==> src/rtl/vga_capture_if.sv <==
// Pin bundle of the VGA capture block: incoming pixel stream and arm request,
// picture-RAM write port and capture status.
interface vga_capture_if #(
    parameter int unsigned AW = 14,
    parameter int unsigned PW = 10,
    parameter int unsigned LW = 9
);
    logic          arm;
    logic          vga_hsync;
    logic          vga_vsync;
    logic          vga_valid;
    logic [7:0]    vga_r;
    logic [7:0]    vga_g;
    logic [7:0]    vga_b;
    logic          wr_en;
    logic [AW-1:0] wr_addr;
    logic [23:0]   wr_data;
    logic          busy;
    logic          done;
    logic          err;
    logic [PW-1:0] pix_cnt;
    logic [LW-1:0] line_cnt;

    modport master (
        output arm, vga_hsync, vga_vsync, vga_valid, vga_r, vga_g, vga_b,
        input  wr_en, wr_addr, wr_data, busy, done, err, pix_cnt, line_cnt
    );

    modport slave (
        input  arm, vga_hsync, vga_vsync, vga_valid, vga_r, vga_g, vga_b,
        output wr_en, wr_addr, wr_data, busy, done, err, pix_cnt, line_cnt
    );
endinterface

==> src/rtl/vga_capture.sv <==
// VGA stream capture: rebuilds pixel coordinates from sync/blank, writes one
// window of one frame into a picture RAM and checks the frame geometry.
module vga_capture #(
    parameter int unsigned HSIZE = 640,
    parameter int unsigned VSIZE = 480,
    parameter int unsigned WIN_X = 270,
    parameter int unsigned WIN_Y = 190,
    parameter int unsigned WIN_W = 100,
    parameter int unsigned WIN_H = 100,
    parameter int unsigned AW    = $clog2(WIN_W*WIN_H)
) (
    input  logic         clk,
    input  logic         rst,
    vga_capture_if.slave bus
);
    localparam int unsigned   PW    = $clog2(HSIZE+1);
    localparam int unsigned   LW    = $clog2(VSIZE+1);
    localparam logic [PW-1:0] X_LO  = PW'(WIN_X);
    localparam logic [PW-1:0] X_HI  = PW'(WIN_X + WIN_W);
    localparam logic [LW-1:0] Y_LO  = LW'(WIN_Y);
    localparam logic [LW-1:0] Y_HI  = LW'(WIN_Y + WIN_H);
    localparam logic [PW-1:0] H_EXP = PW'(HSIZE);
    localparam logic [LW-1:0] V_EXP = LW'(VSIZE);
    localparam logic [AW-1:0] NPIX  = AW'(WIN_W*WIN_H);

    typedef enum logic [1:0] {IDLE, ARMED, FRAME} state_e;
    state_e state_q, state_d;

    logic          s1_hs_q, s1_vs_q, s1_va_q, s2_vs_q, s2_va_q;
    logic [23:0]   s1_rgb_q;
    logic [PW-1:0] x_q, x_d, pix_q, pix_d;
    logic [LW-1:0] y_q, y_d, line_q, line_d;
    logic [AW-1:0] wcnt_q, wcnt_d, wr_addr_q, wr_addr_d;
    logic [23:0]   wr_data_q, wr_data_d;
    logic          wr_en_q, wr_en_d, done_q, done_d, err_q, err_d;
    logic          vs_fall, va_fall, in_win, wr_req;
    logic          arm_take, in_frame, busy;

    assign vs_fall = s2_vs_q & ~s1_vs_q;
    assign va_fall = s2_va_q & ~s1_va_q;

    always_ff @(posedge clk or negedge rst) begin
        if (!rst) begin
            s1_hs_q  <= 1'b0;
            s1_vs_q  <= 1'b0;
            s1_va_q  <= 1'b0;
            s1_rgb_q <= '0;
            s2_vs_q  <= 1'b0;
            s2_va_q  <= 1'b0;
        end else begin
            s1_hs_q  <= bus.vga_hsync;
            s1_vs_q  <= bus.vga_vsync;
            s1_va_q  <= bus.vga_valid;
            s1_rgb_q <= {bus.vga_r, bus.vga_g, bus.vga_b};
            s2_vs_q  <= s1_vs_q;
            s2_va_q  <= s1_va_q;
        end
    end

    always_ff @(posedge clk or negedge rst) begin
        if (!rst) state_q <= IDLE;
        else      state_q <= state_d;
    end

    always_comb begin
        state_d = state_q;
        unique case (state_q)
            IDLE:    if (bus.arm) state_d = ARMED;
            ARMED:   if (vs_fall) state_d = FRAME;
            FRAME:   if (vs_fall) state_d = IDLE;
            default: state_d = IDLE;
        endcase
    end

    always_comb begin
        arm_take = 1'b0;
        in_frame = 1'b0;
        busy     = 1'b1;
        unique case (state_q)
            IDLE: begin
                arm_take = bus.arm;
                busy     = 1'b0;
            end
            ARMED:   busy = 1'b1;
            FRAME:   in_frame = 1'b1;
            default: busy = 1'b0;
        endcase
    end

    // s1 pixel's coordinate is (x_q, y_q); pixels during vsync are never stored
    assign in_win = s1_va_q && s1_vs_q && (x_q >= X_LO) && (x_q < X_HI)
                    && (y_q >= Y_LO) && (y_q < Y_HI);
    assign wr_req = in_frame && in_win && (wcnt_q != NPIX);

    always_comb begin
        x_d       = x_q;
        y_d       = y_q;
        pix_d     = pix_q;
        line_d    = line_q;
        wcnt_d    = wcnt_q;
        err_d     = err_q;
        wr_en_d   = wr_req;
        wr_addr_d = wr_addr_q;
        wr_data_d = wr_data_q;
        done_d    = in_frame && vs_fall;

        if (s1_va_q && (x_q != '1)) x_d = x_q + 1'b1;
        if (va_fall) begin
            pix_d = x_q;
            x_d   = '0;
            if (y_q != '1) y_d = y_q + 1'b1;
        end
        // frame start overrides any line-end update landing on the same cycle
        if (vs_fall) begin
            x_d = '0;
            y_d = '0;
        end

        if (arm_take) begin
            err_d  = 1'b0;
            line_d = '0;
            wcnt_d = '0;
        end

        if (wr_req) begin
            wcnt_d    = wcnt_q + 1'b1;
            wr_addr_d = wcnt_q;
            wr_data_d = s1_rgb_q;
        end

        if (in_frame) begin
            if (s1_va_q && (!s1_vs_q || !s1_hs_q)) err_d = 1'b1;
            if (va_fall && (x_q != H_EXP))         err_d = 1'b1;
            if (vs_fall) begin
                line_d = y_q;
                if ((wcnt_q != NPIX) || (y_q != V_EXP)) err_d = 1'b1;
            end
        end
    end

    always_ff @(posedge clk or negedge rst) begin
        if (!rst) begin
            x_q       <= '0;
            y_q       <= '0;
            pix_q     <= '0;
            line_q    <= '0;
            wcnt_q    <= '0;
            err_q     <= 1'b0;
            wr_en_q   <= 1'b0;
            wr_addr_q <= '0;
            wr_data_q <= '0;
            done_q    <= 1'b0;
        end else begin
            x_q       <= x_d;
            y_q       <= y_d;
            pix_q     <= pix_d;
            line_q    <= line_d;
            wcnt_q    <= wcnt_d;
            err_q     <= err_d;
            wr_en_q   <= wr_en_d;
            wr_addr_q <= wr_addr_d;
            wr_data_q <= wr_data_d;
            done_q    <= done_d;
        end
    end

    assign bus.wr_en    = wr_en_q;
    assign bus.wr_addr  = wr_addr_q;
    assign bus.wr_data  = wr_data_q;
    assign bus.busy     = busy;
    assign bus.done     = done_q;
    assign bus.err      = err_q;
    assign bus.pix_cnt  = pix_q;
    assign bus.line_cnt = line_q;
endmodule

==> src/flat_wrapper.sv <==
// flat-port wrapper written by rule: the top's interface ports become plain ports
module vga_capture_flat 
#(
    parameter int unsigned HSIZE = 640,
    parameter int unsigned VSIZE = 480,
    parameter int unsigned WIN_X = 270,
    parameter int unsigned WIN_Y = 190,
    parameter int unsigned WIN_W = 100,
    parameter int unsigned WIN_H = 100,
    parameter int unsigned AW    = $clog2(WIN_W*WIN_H)
)
  (clk, rst, bus_arm, bus_vga_hsync, bus_vga_vsync, bus_vga_valid, bus_vga_r, bus_vga_g, bus_vga_b, bus_wr_en, bus_wr_addr, bus_wr_data, bus_busy, bus_done, bus_err, bus_pix_cnt, bus_line_cnt);
  vga_capture_if #(.AW(AW)) bus_i ();
  input  logic clk;
  input  logic rst;
  input wire logic [$bits(bus_i.arm)-1:0] bus_arm;
  input wire logic [$bits(bus_i.vga_hsync)-1:0] bus_vga_hsync;
  input wire logic [$bits(bus_i.vga_vsync)-1:0] bus_vga_vsync;
  input wire logic [$bits(bus_i.vga_valid)-1:0] bus_vga_valid;
  input wire logic [$bits(bus_i.vga_r)-1:0] bus_vga_r;
  input wire logic [$bits(bus_i.vga_g)-1:0] bus_vga_g;
  input wire logic [$bits(bus_i.vga_b)-1:0] bus_vga_b;
  output wire logic [$bits(bus_i.wr_en)-1:0] bus_wr_en;
  output wire logic [$bits(bus_i.wr_addr)-1:0] bus_wr_addr;
  output wire logic [$bits(bus_i.wr_data)-1:0] bus_wr_data;
  output wire logic [$bits(bus_i.busy)-1:0] bus_busy;
  output wire logic [$bits(bus_i.done)-1:0] bus_done;
  output wire logic [$bits(bus_i.err)-1:0] bus_err;
  output wire logic [$bits(bus_i.pix_cnt)-1:0] bus_pix_cnt;
  output wire logic [$bits(bus_i.line_cnt)-1:0] bus_line_cnt;
  assign bus_i.arm = bus_arm;
  assign bus_i.vga_hsync = bus_vga_hsync;
  assign bus_i.vga_vsync = bus_vga_vsync;
  assign bus_i.vga_valid = bus_vga_valid;
  assign bus_i.vga_r = bus_vga_r;
  assign bus_i.vga_g = bus_vga_g;
  assign bus_i.vga_b = bus_vga_b;
  assign bus_wr_en = bus_i.wr_en;
  assign bus_wr_addr = bus_i.wr_addr;
  assign bus_wr_data = bus_i.wr_data;
  assign bus_busy = bus_i.busy;
  assign bus_done = bus_i.done;
  assign bus_err = bus_i.err;
  assign bus_pix_cnt = bus_i.pix_cnt;
  assign bus_line_cnt = bus_i.line_cnt;
  vga_capture #(.HSIZE(HSIZE), .VSIZE(VSIZE), .WIN_X(WIN_X), .WIN_Y(WIN_Y), .WIN_W(WIN_W), .WIN_H(WIN_H), .AW(AW)) u_core (.clk(clk), .rst(rst), .bus(bus_i));
endmodule
==> config.mk <==
export PLATFORM = sky130hd
export DESIGN_NAME = vga_capture_flat
export DESIGN_NICKNAME = d
export VERILOG_FILES = /design/src/rtl/vga_capture_if.sv /design/src/rtl/vga_capture.sv /design/src/flat_wrapper.sv
export SDC_FILE = /design/constraint.sdc
export NUM_CORES = 1
export LEC_CHECK = 0
export BUFFER_PORTS_ARGS = -buffer_cell sky130_fd_sc_hd__buf_2
export CORE_AREA = 2 2 178 93
export DETAILED_ROUTE_END_ITERATION = 16
export DIE_AREA = 0 0 180 95
export PLACE_DENSITY_LB_ADDON = 0.15
export SLEW_MARGIN = 5
export SYNTH_ARGS = -nofsm -noshare
export SYNTH_HDL_FRONTEND = slang
export SYNTH_SLANG_ARGS = --single-unit
==> constraint.sdc <==
create_clock -name clk -period 2.7 [get_ports clk]
set_input_delay 0.405 -clock clk [delete_from_list [all_inputs] [get_ports clk]]
set_output_delay 0.405 -clock clk [all_outputs]
set_load 0.02 [all_outputs]
; Word level (Yosys, flattened, before mapping)
; Index checks and enable logic that the tools add are counted.
[totals]
inputBits = 30
output_inout_bits = 61
word_cells = 85
regBits = 124
[classes]
magnitude_cmp = 4
bitwise = 4
muxes = 24
eq_ne = 10
n_reduce_logical = 23
n_addsub = 3
[op_table]
columns = operator, count
row1 = $mux W9, 6
row2 = $mux W10, 3
row3 = $mux W14, 2
row4 = $ne A10 B10 Y1 const B, 2
row5 = $ne A9 B9 Y1 const B, 2
row6 = $add A14 B1 Y14 const B, 1
row7 = $ne A14 B14 Y1 const B, 1
row8 = $logic_and A1 B1 Y1, 11
row9 = $add A10 B1 Y10 const B, 1
row10 = $ge A10 B9 Y1 const B, 1
row11 = $lt A10 B9 Y1 const B, 1
row12 = $add A9 B1 Y9 const B, 1
row13 = $ge A9 B8 Y1 const B, 1
row14 = $lt A9 B9 Y1 const B, 1
row15 = $mux W1, 9
row16 = $mux W2, 3
row17 = $pmux W2 S3, 1
row18 = $reduce_bool A2 Y1, 3
row19 = $ne A2 B1 Y1 const B, 2
row20 = $reduce_and A3 Y1, 1
row21 = $reduce_bool A3 Y1, 1
row22 = $and A1 B1 Y1, 2
row23 = $eq A2 B1 Y1 const B, 1
row24 = $eq A2 B2 Y1 const B, 1
row25 = 7 further kinds, 10

; Depth between registers and ports, before layout
[logic_depth]
ltp_word = 8
depth_mapped = 9
depth_no_buf = 8

; Least setup slack after synthesis
; No wires, ideal clock.
[synth_timing]
path_type = register to register
from = register u_core.y_q[5]
to = register u_core.y_q[7]
path_slack_ps = 614
required_ps = 2568
synth_period_minus_slack_ps = 2086
setup_ps = 132
path_buffers = 1
t_arrival_ps = 1954
path_stages_with_launch = 10
cell_sequence = dfrtp_1 > clkbuf_1 > and3_1 > and3_1 > ha_1 > nor3b_2 > and4_1 > nand3_1 > xor2_1 > nor2_1
[synth_between]
elab_chain_len = 4
word_cells_on_any_way = 7
classes_between = add/sub: 1 / eq/ne: 1 / mux: 3 / reduce/logical: 2
[synth_rtl]
columns = item, line
row1 = "start, declared", vga_capture.sv:32  ; logic [LW-1:0] y_q, y_d, line_q, line_d;
row2 = "start signal, assigned", vga_capture.sv:155  ; y_q <= y_d;
row3 = $add A9 B1 Y9, vga_capture.sv:111  ; if (y_q != '1) y_d = y_q + 1'b1;
row4 = $mux W9, vga_capture.sv:111
row5 = $mux W9, vga_capture.sv:108  ; if (va_fall) begin
row6 = $mux W9, vga_capture.sv:114  ; if (vs_fall) begin
; Several ways; a longest one is shown, not always the timed one. The select of a mux whose other input is x is not followed.
; A chain may end at the register's enable or synchronous reset.

; Worst setup path after layout
[layout_timing]
from = register u_core.x_q[0]
to = register u_core.wr_addr_q[13], in the netlist u_core.bus.wr_addr[13]
[layout_between]
elab_chain_len = 7
word_cells_on_any_way = 8
classes_between = order compare: 2 / reduce/logical: 6
[layout_rtl]
columns = item, line
row1 = "start, declared", vga_capture.sv:31  ; logic [PW-1:0] x_q, x_d, pix_q, pix_d;
row2 = "start signal, assigned", vga_capture.sv:143  ; x_q <= '0;
row3 = "start signal, assigned", vga_capture.sv:154  ; x_q <= x_d;
row4 = $ge A10 B9 Y1, vga_capture.sv:91  ; assign in_win = s1_va_q && s1_vs_q && (x_q >= X_LO) && (x_q < X_HI)
row5 = $logic_and A1 B1 Y1, vga_capture.sv:91
row6 = $logic_and A1 B1 Y1 *, vga_capture.sv:91
row7 = $logic_and A1 B1 Y1 * (2 in a row), vga_capture.sv:92  ; && (y_q >= Y_LO) && (y_q < Y_HI);
row8 = $logic_and A1 B1 Y1 * (2 in a row), vga_capture.sv:93  ; assign wr_req = in_frame && in_win && (wcnt_q != NPIX);
row9 = "end signal, assigned", vga_capture.sv:161  ; wr_addr_q <= wr_addr_d;
row10 = "end, declared", vga_capture.sv:33  ; logic [AW-1:0] wcnt_q, wcnt_d, wr_addr_q, wr_addr_d;
; Mark *: on every way between the ends. The rest lies on a longest branch, timed or not.

==> run metrics <==
status finished clean; top cells by area, synth dfrtp_1, mux2_4, mux2_2, ha_1, nand2_1; vias 3498; Core ar. 15700 um^2; row count 33; Synth area leader dfrtp_1; CTS root buf clkbuf_16; WP buf/inv 2; chip width 180 um; Setup Buffers After CTS 0; Post-synth EDFFs 0; Slowest cell on crit path dfrtp_1; CTS Hold Bufs 1; max frequency 423 MHz; Worst Reg2Reg Path Length in Cells 8; Final nets 561; Async SR Flop Fraction 1.00; register bit total from synthesis 124; Antenna Violating Nets Remaining 0; H-tree lvl count 4; Final period util 0.876; first-pass GRT wire length 19.4 mm; clock-pin transition on the worst setup and hold timing paths 0.07 ns; sequential area share after synthesis 0.584; die area 17100 um^2; Filler cells 1494; crit-path max FO 24; Clock Sinks 124; CP delay by family, top simple AND/OR/NAND/NOR gates; RSZ-0062 raised after global routing false; Syn Area/Cell 12.8 um^2; crit path cell chain inv_1 > ha_1 > o211ai_1 > a211oi_2 > nand3_4 > nor2_8 > buf_12 > mux2_2; critical path class flip-flop to flip-flop; CP Capture Type flip-flop; Die Height 95 um; total track usage 0.145; Slew HR 0.631; Post-Synthesis Cells 416; Sum Neg Setup Slack 0 ns; final setup skew 0.0110 ns; Synth Net Count 458; Starting Density 0.338; post-synth cell types 46; area share of the largest cell type after synthesis 0.584; fin cells 742; Worst EP arrival 2.66 ns; Worst-Skew Late Latency 0.41 ns; Final min period 2.37 ns; Avg Vias per Cell 4.71; Final Hold Fails 0; count leader, synth dfrtp_1; Max clock buf depth 2; routability cong. 0.772; maximum capacitance violations 0; CTS tree done; WL final 11.7 mm; initial antenna violation count 0; setup violators final 0; max-slew violation count 0; share of layout cells above drive strength 1 0.346; largest net degree at the start of global routing 42; DR DRC count 0; Port Buffer Count 90; vias in the first global route 3609; YS warnings 0; post-CTS sizing 0; DP HPWL 8.21 mm; area delta synth->final 23.6%; Hold Crit Class input pin to flip-flop; Power Density 694 nW/um^2; router iterations before antenna repair 5; VDD IR max 425 uV; GRT Residual Overflow 0; post-layout util 0.417; total CTS buffers 17; CP peak stage delay 0.40 ns; Data required, critical path 2.99 ns; leakage 0.00333 uW; iteration-0 DRC count of the detailed router 190; wire per inst 15.7 um; Worst path depth 8; Commonest cells post-synth dfrtp_1, nand2_1, mux2_4, nor2_1, nand3_1; critical path launch point type flip-flop; placed cell count 709; worst hold path cell count 1; Post-Syn Area 5310 um^2; Top Ports 91; ant diodes 0; Synth Flop Type dfrtp_1; Slew @ Worst Pin 0.554 ns
==> state kept, by name (all words and copies together) (netlist names), 2 cells and up <==
name	flops
u_core.x_q	10
u_core.bus.wr_data	24
u_core.bus.line_cnt	9
u_core.y_q	9
u_core.bus.wr_addr	14
u_core.bus.pix_cnt	10
u_core.wcnt_q	14
u_core.state_q	2
u_core.s1_rgb_q	24
==> layer usage <==
| metal | track usage | vias to the layer above | routed length (um) |
|---|---|---|---|
| met5 | 0 | - | 0 |
| met4 | 0.0467 | 0 | 95 |
| met3 | 0.0332 | 10 | 431 |
| met2 | 0.207 | 72 | 4830 |
| met1 | 0.218 | 1733 | 6310 |
| li1 | - | 1683 | - |
==> where the power goes <==
part	leakage, uW	total [uW]	internal, uW	switching, uW
logic	0.00141	433	149	283
clock network	0.000271	2140	1210	936
registers	0.00166	1980	1930	51.4
==> final timing paths <==
| path | start | end | slack (ns) |
|---|---|---|---|
| max | u_core.x_q[0]$_DFFE_PN0P_ | u_core.bus.wr_addr[13]$_DFFE_PN0P_ | 0.33 |
| min | bus_vga_b[0] | u_core.s1_rgb_q[0]$_DFF_PN0_ | 0.1 |
| max reg2reg | u_core.x_q[0]$_DFFE_PN0P_ | u_core.bus.wr_addr[13]$_DFFE_PN0P_ | 0.33 |
| min reg2reg | u_core.s1_rgb_q[21]$_DFF_PN0_ | u_core.bus.wr_data[21]$_DFFE_PN0P_ | 0.47 |
| max in group asynchronous | rst | u_core.bus.wr_addr[11]$_DFFE_PN0P_ | 1.41 |
| min in group asynchronous | rst | u_core.bus.line_cnt[3]$_DFF_PN0_ | 0.52 |
==> worst reg2reg max path, cell delays in order (launching register included) <==
cell	delay, ns
dfrtp_1	0.40
inv_1	0.15
ha_1	0.17
o211ai_1	0.09
a211oi_2	0.35
nand3_4	0.26
nor2_8	0.23
buf_12	0.23
mux2_2	0.37
==> layout by cell type, fill, tap and decap left out, drive strengths merged, types with 11 or more instances in the layout <==
cell type | Yosys | layout
inv | 11 | 19
nor2 | 24 | 24
dfrtp | 124 | 124
mux2 | 47 | 47
and3 | 11 | 11
clkbuf | 4 | 17
ha | 12 | 12
nand3 | 23 | 23
xor2 | 12 | 12
nand2 | 40 | 40
nor3 | 11 | 11
buf | 15 | 102
nand4 | 11 | 11
==> area by class of cell <==
class / count / area (um^2) / share of cell area
Sequential cell: 124 / 3100 / 0.473
Multi-Input combinational cell: 261 / 2010 / 0.306
Timing Repair Buffer: 103 / 591 / 0.0900
Clock buffer: 17 / 425 / 0.0648
Tap cell: 210 / 263 / 0.0400
Clock inverter: 15 / 131 / 0.0200
Inverter: 12 / 45.0 / 0.00686
==> through the flow <==
step | setup WS, ns | hold WS [ns] | cell area (um^2) | total power, uW
after floorplan | 0.614 | 0.109 | 5310 | 2260
after global placement | 0.360 | 0.428 | 6000 | 2440
after detailed placement | 0.329 | 0.429 | 6000 | 2450
after CTS | 0.319 | 0.0786 | 6560 | 4620
after global routing | 0.153 | 0.0804 | 6560 | 4760
final | 0.334 | 0.0957 | 6560 | 4550
==> cell families (layout without fill, tap and decap cells) <==
kind of cell | count (synthesis) | in the layout | synth area share
fa+ha+maj | 12 | 12 | 0.0283
xor+xnor | 18 | 18 | 0.0297
buf+inv | 31 | 147 | 0.0379
simple gates | 144 | 144 | 0.143
flops | 124 | 124 | 0.584
mux | 51 | 51 | 0.128
compound gates | 36 | 36 | 0.0478
Note: power is estimated with default switching activity, not from simulation.
